`config.mk`:
```
export PLATFORM = sky130hd
export DESIGN_NAME = uart_tx_fifo
export DESIGN_NICKNAME = d
export VERILOG_FILES = /design/src/rtl/uart_tx_fifo.sv
export SDC_FILE = /design/constraint.sdc
export NUM_CORES = 1
export LEC_CHECK = 0
export CAP_MARGIN = 5
export CORE_ASPECT_RATIO = 2
export CORE_MARGIN = 2
export CORE_UTILIZATION = 55
export DETAILED_ROUTE_END_ITERATION = 6
export HOLD_SLACK_MARGIN = 0.05
export PLACE_DENSITY = 0.75
export SYNTH_ARGS = -nofsm -noshare
export SYNTH_HDL_FRONTEND = slang
export SYNTH_SLANG_ARGS = --single-unit
```
`constraint.sdc`:
```
create_clock -name clk -period 2 [get_ports clk]
set_input_delay 0.3 -clock clk [delete_from_list [all_inputs] [get_ports clk]]
set_output_delay 0.3 -clock clk [all_outputs]
set_load 0.03 [all_outputs]
```
`src/rtl/uart_tx_fifo.sv`:
```
// Byte-wide UART transmitter with an internal FIFO, 8N1 LSB-first framing on tx.
// Define UART_TX_PARITY_EN to insert an even-parity bit (8E1 framing).
module uart_tx_fifo #(
    parameter int CLKS_PER_BIT = 868,
    parameter int FIFO_DEPTH   = 16
) (
    input  logic       clk,
    input  logic       rst,
    input  logic       uart_w_enable,
    input  logic [7:0] uart_w_data,
    output logic       uart_w_ready,
    output logic       tx,
    output logic       busy,
    output logic [2:0] dbg_state_o
);

    localparam int ADDR_W = $clog2(FIFO_DEPTH);
    localparam int PTR_W  = ADDR_W + 1;
    localparam int CNT_W  = $clog2(CLKS_PER_BIT);
    localparam logic [CNT_W-1:0] BAUD_LAST = CNT_W'(CLKS_PER_BIT - 1);

    typedef enum logic [2:0] {
        ST_IDLE   = 3'd0,
        ST_START  = 3'd1,
        ST_DATA   = 3'd2,
`ifdef UART_TX_PARITY_EN
        ST_PARITY = 3'd3,
`endif
        ST_STOP   = 3'd4
    } state_e;

    logic [7:0]       mem_q [FIFO_DEPTH];
    logic [PTR_W-1:0] wr_ptr_q, wr_ptr_d;
    logic [PTR_W-1:0] rd_ptr_q, rd_ptr_d;
    state_e           state_q;
    logic [CNT_W-1:0] baud_q;
    logic [2:0]       bit_idx_q;
    logic [7:0]       shift_q;
    logic             tx_q;
`ifdef UART_TX_PARITY_EN
    logic             parity_q;
`endif

    logic       empty, full, push, pop, bit_end;
    logic [7:0] head;

    // Full when the wrap bits differ but the addresses match.
    assign empty   = (wr_ptr_q == rd_ptr_q);
    assign full    = (wr_ptr_q[PTR_W-1] != rd_ptr_q[PTR_W-1]) &&
                     (wr_ptr_q[ADDR_W-1:0] == rd_ptr_q[ADDR_W-1:0]);
    assign push    = uart_w_enable && !full;
    assign bit_end = (baud_q == BAUD_LAST);
    assign pop     = !empty && ((state_q == ST_IDLE) || ((state_q == ST_STOP) && bit_end));
    assign head    = mem_q[rd_ptr_q[ADDR_W-1:0]];

    assign uart_w_ready = !full;
    assign tx           = tx_q;
    assign busy         = (state_q != ST_IDLE) || !empty;
    assign dbg_state_o  = state_q;

    always_comb begin
        wr_ptr_d = wr_ptr_q;
        rd_ptr_d = rd_ptr_q;
        if (push) wr_ptr_d = wr_ptr_q + PTR_W'(1);
        if (pop)  rd_ptr_d = rd_ptr_q + PTR_W'(1);
    end

    always_ff @(posedge clk) begin
        if (push) mem_q[wr_ptr_q[ADDR_W-1:0]] <= uart_w_data;
    end

    always_ff @(posedge clk or negedge rst) begin
        if (!rst) begin
            wr_ptr_q <= '0;
            rd_ptr_q <= '0;
        end else begin
            wr_ptr_q <= wr_ptr_d;
            rd_ptr_q <= rd_ptr_d;
        end
    end

    always_ff @(posedge clk or negedge rst) begin
        if (!rst) begin
            state_q   <= ST_IDLE;
            baud_q    <= '0;
            bit_idx_q <= '0;
            shift_q   <= '0;
            tx_q      <= 1'b1;
`ifdef UART_TX_PARITY_EN
            parity_q  <= 1'b0;
`endif
        end else begin
            case (state_q)
                ST_IDLE: begin
                    tx_q      <= 1'b1;
                    baud_q    <= '0;
                    bit_idx_q <= '0;
                    if (pop) begin
                        shift_q <= head;
`ifdef UART_TX_PARITY_EN
                        parity_q <= ^head;
`endif
                        tx_q    <= 1'b0;
                        state_q <= ST_START;
                    end
                end
                ST_START: begin
                    if (bit_end) begin
                        baud_q  <= '0;
                        tx_q    <= shift_q[0];
                        state_q <= ST_DATA;
                    end else begin
                        baud_q <= baud_q + CNT_W'(1);
                    end
                end
                ST_DATA: begin
                    if (bit_end) begin
                        baud_q <= '0;
                        if (bit_idx_q == 3'd7) begin
                            bit_idx_q <= '0;
`ifdef UART_TX_PARITY_EN
                            tx_q    <= parity_q;
                            state_q <= ST_PARITY;
`else
                            tx_q    <= 1'b1;
                            state_q <= ST_STOP;
`endif
                        end else begin
                            bit_idx_q <= bit_idx_q + 3'd1;
                            shift_q   <= shift_q >> 1;
                            tx_q      <= shift_q[1];
                        end
                    end else begin
                        baud_q <= baud_q + CNT_W'(1);
                    end
                end
`ifdef UART_TX_PARITY_EN
                ST_PARITY: begin
                    if (bit_end) begin
                        baud_q  <= '0;
                        tx_q    <= 1'b1;
                        state_q <= ST_STOP;
                    end else begin
                        baud_q <= baud_q + CNT_W'(1);
                    end
                end
`endif
                ST_STOP: begin
                    if (bit_end) begin
                        baud_q <= '0;
                        // Chain straight into the next start bit when more data is queued.
                        if (pop) begin
                            shift_q <= head;
`ifdef UART_TX_PARITY_EN
                            parity_q <= ^head;
`endif
                            tx_q    <= 1'b0;
                            state_q <= ST_START;
                        end else begin
                            state_q <= ST_IDLE;
                        end
                    end else begin
                        baud_q <= baud_q + CNT_W'(1);
                    end
                end
                default: begin
                    tx_q    <= 1'b1;
                    baud_q  <= '0;
                    state_q <= ST_IDLE;
                end
            endcase
        end
    end

endmodule

```
* Word-level counts from Yosys, hierarchy flattened
Memory sizes are Yosys's and may differ from the RTL's.
Cells that the tools add are included.
** Cells by class
- Equal/unequal tests :: 15
- Reductions and logical operators :: 17
- $add $sub $neg :: 4
- Mux-type cells :: 26
** Operator list (count)
- $mux 8 :: 4
- $pmux 8 s3 :: 1
- $mux 3 :: 7
- $mux 10 :: 2
- $ne 2x2->1 const B :: 7
- $pmux 3 s4 :: 1
- $add 10x1->10 const B :: 1
- $add 5x1->5 const B :: 2
- $eq 10x10->1 const B :: 1
- $mux 1 :: 9
- $reduce_and 4->1 :: 2
- $eq 3x3->1 const B :: 2
- $pmux 3 s2 :: 1
- $reduce_bool 3->1 :: 2
- $eq 5x5->1 :: 1
- $reduce_and 5->1 :: 1
- $eq 4x4->1 :: 1
- $logic_and 1x1->1 :: 4
- $pmux 1 s4 :: 1
- $add 3x1->3 const B :: 1
- $eq 3x1->1 const B :: 1
- $eq 3x2->1 const B :: 1
- $logic_not 3->1 :: 1
- $reduce_or 3->1 :: 1
- other kinds (5) :: 7
** Word-level totals
- Memories :: 1
- Register bits :: 35
- Memory bits (writable) :: 128
- Word-level logic and storage cells :: 70
- Input port bits :: 11
** Memories
- mem_q :: depth 16, width 8, read ports 1, clocked after Yosys merged registers in 0, wr ports 1, line 32 : logic [7:0] mem_q [FIFO_DEPTH];

* Depth between registers and ports, before layout
- Depth after elaboration :: 7
- Mapped depth :: 8
- Gate-level depth less buffers :: 7

* Worst setup path before layout
No wires, ideal clock.
- Kind :: register -> register
- Start :: register rd_ptr_q[0]
- End :: memory mem_q[3][0], enable pin
- Period minus slack after synthesis :: 2.441 ns
- Data arrival time :: 2.058 ns
- Path slack :: -0.441 ns
- Path buffers :: 2
- Cell stages (with the launch flop) :: 9
- Library setup time :: 0.383 ns
- Cell sequence :: dfrtp_1 buf_2 xor2_1 nor4_2 nand2_1 and2_1 buf_2 nand2_1 nor3_1
** Between the ends
- Word-level cells in the longest chain between the ends :: 6
** Ends and longest elaborated chain
- start, declared :: line 34 : logic [PTR_W-1:0] rd_ptr_q, rd_ptr_d;
- start signal, assigned :: line 78 : rd_ptr_q <= rd_ptr_d;
- $eq 4x4->1 :: line 50 : (wr_ptr_q[ADDR_W-1:0] == rd_ptr_q[ADDR_W-1:0]);
- $logic_and 1x1->1 :: line 49 : assign full = (wr_ptr_q[PTR_W-1] != rd_ptr_q[PTR_W-1]) &&
- $logic_not 1->1
- named net uart_w_ready :: line 11 : output logic uart_w_ready,
- $logic_and 1x1->1 :: line 51 : assign push = uart_w_enable && !full;
- $mux 1 :: line 69 : if (push) mem_q[wr_ptr_q[ADDR_W-1:0]] <= uart_w_data;
- $mux 1 (not written as such) :: line 69
- end, declared :: line 32
The timed path passes the listed nets, and every way through them passes these cells.

* Worst setup path in the final report
- Start :: register wr_ptr_q[3]
- End :: output port busy
** Between the ends
- Word-level cells in the longest chain between the ends :: 3
** Ends and longest elaborated chain
- start, declared :: line 33 : logic [PTR_W-1:0] wr_ptr_q, wr_ptr_d;
- start signal, assigned :: line 77 : wr_ptr_q <= wr_ptr_d;
- $eq 5x5->1 :: line 48 : assign empty = (wr_ptr_q == rd_ptr_q);
- $logic_not 1->1 :: line 58 : assign busy = (state_q != ST_IDLE) || !empty;
- $logic_or 1x1->1 :: line 58
- end, declared :: line 13 : output logic busy,
Every way passes these cells.

==> impl_metrics.py <==
metrics = {
    "global_route": {
        "grt_usage": 0.241,
        "grt_max_degree": 25,
        "grt_pass1_wl_mm": 23.7,
        "first_global_vias": 4187,
        "antenna_found_initial": 0,
        "overflow": 0,
    },
    "yosys": {
        "ys_types": 55,
        "ys_warn_count": 0,
        "syn-num-nets": 430,
        "ys_seq_elements": 163,
        "synth_edf_count": 128,
        "yosysTopAreaCell": "edfxtp_1",
        "synthFlopType": "edfxtp_1",
        "yosysTopAreaCellShare": 0.557,
        "synth_common_cells": "edfxtp_1 (128), dfrtp_1 (34), nor2_1 (31), mux4_2 (27), nand2_1 (18)",
        "yosysSeqAreaShare": 0.684,
        "synth_cells": 411,
        "netlist_top_cells_area": "edfxtp_1 (56%), dfrtp_1 (12%), mux4_2 (8.8%), mux2i_1 (2.3%), nor2_1 (1.7%)",
        "netlist_area_um2": 6900,
        "yosysMostFrequentCell": "edfxtp_1",
        "async_flop_share": 0.215,
        "avgSynthCellArea_um2": 16.8,
    },
    "setup_path": {
        "critical_path_class": "flip-flop to output pin",
        "worstPathRequired_ns": 1.70,
        "rr_startpoint": "baud_q[0]",
        "critPathArrivalTime_ns": 1.81,
        "crit_fanout": 2,
        "end_kind": "output pin",
        "start_kind": "flip-flop",
        "crit_path_start": "wr_ptr_q[3]",
    },
    "drt": {
        "ant_nets": 0,
        "routedWlPerCell_um": 23.7,
        "dr.pass1.iters": 4,
        "viasPerCell": 6.02,
        "totalWireLength_mm": 15.2,
        "drt_iter0_markers": 338,
        "drc_errors": 0,
        "num_vias": 3865,
    },
    "place": {
        "place_ws_ns": -0.143,
        "port_buffers": 16,
        "place.gp.congestion": 0.819,
        "dpl_cell_area_um2": 7480,
        "place_hpwl_mm": 9.49,
    },
    "clock_network": {
        "htreeDepth": 4,
        "worstSkewPairLatency_ns": 0.43,
        "cts_buffers": 17,
        "cts.sinks": 163,
        "clk_path_buf_depth": 2,
        "clk_pin_slew_ns": 0.07,
        "root_buffer": "clkbuf_16",
        "tritoncts": "built",
    },
    "final_layout": {
        "n_antenna_cell": 0,
        "stdcell_area_um2": 8620,
        "drive_above_1_share": 0.341,
        "fin_nets": 501,
        "fin_util": 0.707,
        "syn2layout_area_growth_pct": 24.9,
    },
    "power_and_ir_drop": {
        "power.density_nw_per_um2": 1010,
        "vdd.ir_drop.worst_uv": 868,
        "fin_total_pwr_uw": 8680,
        "p_leak_uw": 0.00311,
    },
    "flow_run": {
        "cap_violations": 0,
    },
    "die": {
        "start_util": 0.566,
        "die_y_um": 162,
        "design.core.area_um2": 12200,
        "die-area_um2": 13500,
        "die_w_um": 83.2,
        "core.rowCount": 57,
        "io_pins": 17,
    },
    "sta": {
        "hold_viol_final": 0,
        "maxSlewHeadroom": 0.625,
        "fin_crit_sh": 1.05,
        "timing.fmax_ghz": 0.474,
        "clock_skew_ns": 0.0190,
        "worstMarginPinSlew_ns": 0.561,
        "finalSetupViolCount": 14,
        "period_needed_ns": 2.11,
        "rsz0062_at_grt": "yes",
        "slew_violations": 0,
        "tns_ns": -0.575,
        "setup_ws_ns": -0.108,
    },
    "outcome": {
        "run_status": "complete, but fails checks",
        "violations": "setup timing",
    },
    "worst_hold_path": {
        "hold_path.class": "input port to asynchronous set/reset pin",
    },
}
[routing by layer]
metal,GRT usage,up-vias,wire (µm)
met4,0.108,0,565
met5,0,-,0
met1,0.257,1995,5370
li1,-,1723,-
met3,0.0471,38,447
met2,0.454,109,8850
[layout make-up]
cell class / count / area, µm²
sequential: 163 / 4720
fill: 749 / 3580
multi-input combinational: 220 / 2270
timing repair buffer: 73 / 812
clock buffer: 17 / 425
tap: 147 / 184
clock inverter: 15 / 179
inverter: 7 / 28.8
[registers in the layout, indices dropped and copies added, names as in the netlist]
| register | count |
|---|---|
| mem_q | 128 |
| baud_q | 10 |
| shift_q | 8 |
| rd_ptr_q | 5 |
| wr_ptr_q | 5 |
| bit_idx_q | 3 |
| dbg_state_o | 3 |
| tx | 1 |
[repair_timing]
| item | 4_1_cts | 5_1_grt |
|---|---|---|
| setup endpoints to repair | 136 | 145 |
| hold endpoints to repair | 23 | 0 |
| gates resized for setup | 32 | 26 |
| pin swaps | 13 | 10 |
| hold buffers | 1 | 0 |
| setup buffers | 18 | 7 |
| gates cloned | 1 | 0 |
[critical path, stage by stage (launching register included)]
cell,delay (ns)
dfrtp_1,0.40
xor2_1,0.17
nor4_2,0.32
and2b_2,0.24
nand3_2,0.10
buf_6,0.15
[cells in the final DEF (no fill, tap or decap), types with 10 or more instances in the layout]
cell             Yosys  layout
mux2i_1             16      14
buf_12               1      15
clkdlybuf4s50_1      0      10
xnor2_1             12      12
mux4_2              27      27
nor2_4               0      11
clkbuf_16            0      17
nor2_1              31      20
dfrtp_1             34      33
buf_4                2      36
nand2_1             18      12
a21oi_1             10      10
edfxtp_1           128     128
[path summary, 6_finish.rpt]
check | endpoint | slack, ns | cells past startpoint
min in group clk | rd_ptr_q[4] | 0.49 | 1
max reg2reg | shift_q[6] | -0.07 | 7
max | busy | -0.11 | 5
min reg2reg | rd_ptr_q[4] | 0.49 | 1
min | wr_ptr_q[3] | 0.39 | 2
max in group asynchronous | tx | 0.95 | 3
[power by group]
part / internal (µW) / total (µW) / switching [µW]
logic: 529 / 1380 / 851
clock network: 1690 / 3220 / 1530
registers: 3980 / 4080 / 101
total: 6200 / 8680 / 2480
[through the flow]
| stage | std cells | hold WS (ns) |
|---|---|---|
| after global routing | 642 | 0.421 |
| after detailed placement | 585 | 0.313 |
| after global placement | 585 | 0.299 |
| after CTS | 637 | 0.387 |
| after floorplan | 411 | 0.00441 |
| final | 642 | 0.389 |
[cell families (layout without fill, tap and decap cells)]
family | after synthesis | after routing | synth area share
adder cells (fa/ha/maj) | 8 | 8 | 0.0145
flip-flops | 163 | 163 | 0.684
AO/OA/AOI/OAI | 42 | 42 | 0.0386
AND/OR/NAND/NOR | 94 | 94 | 0.0709
XOR/XNOR | 22 | 22 | 0.0279
buffers and inverters | 28 | 112 | 0.0239
multiplexers | 54 | 54 | 0.140
Power figures use the tool's default switching activity.
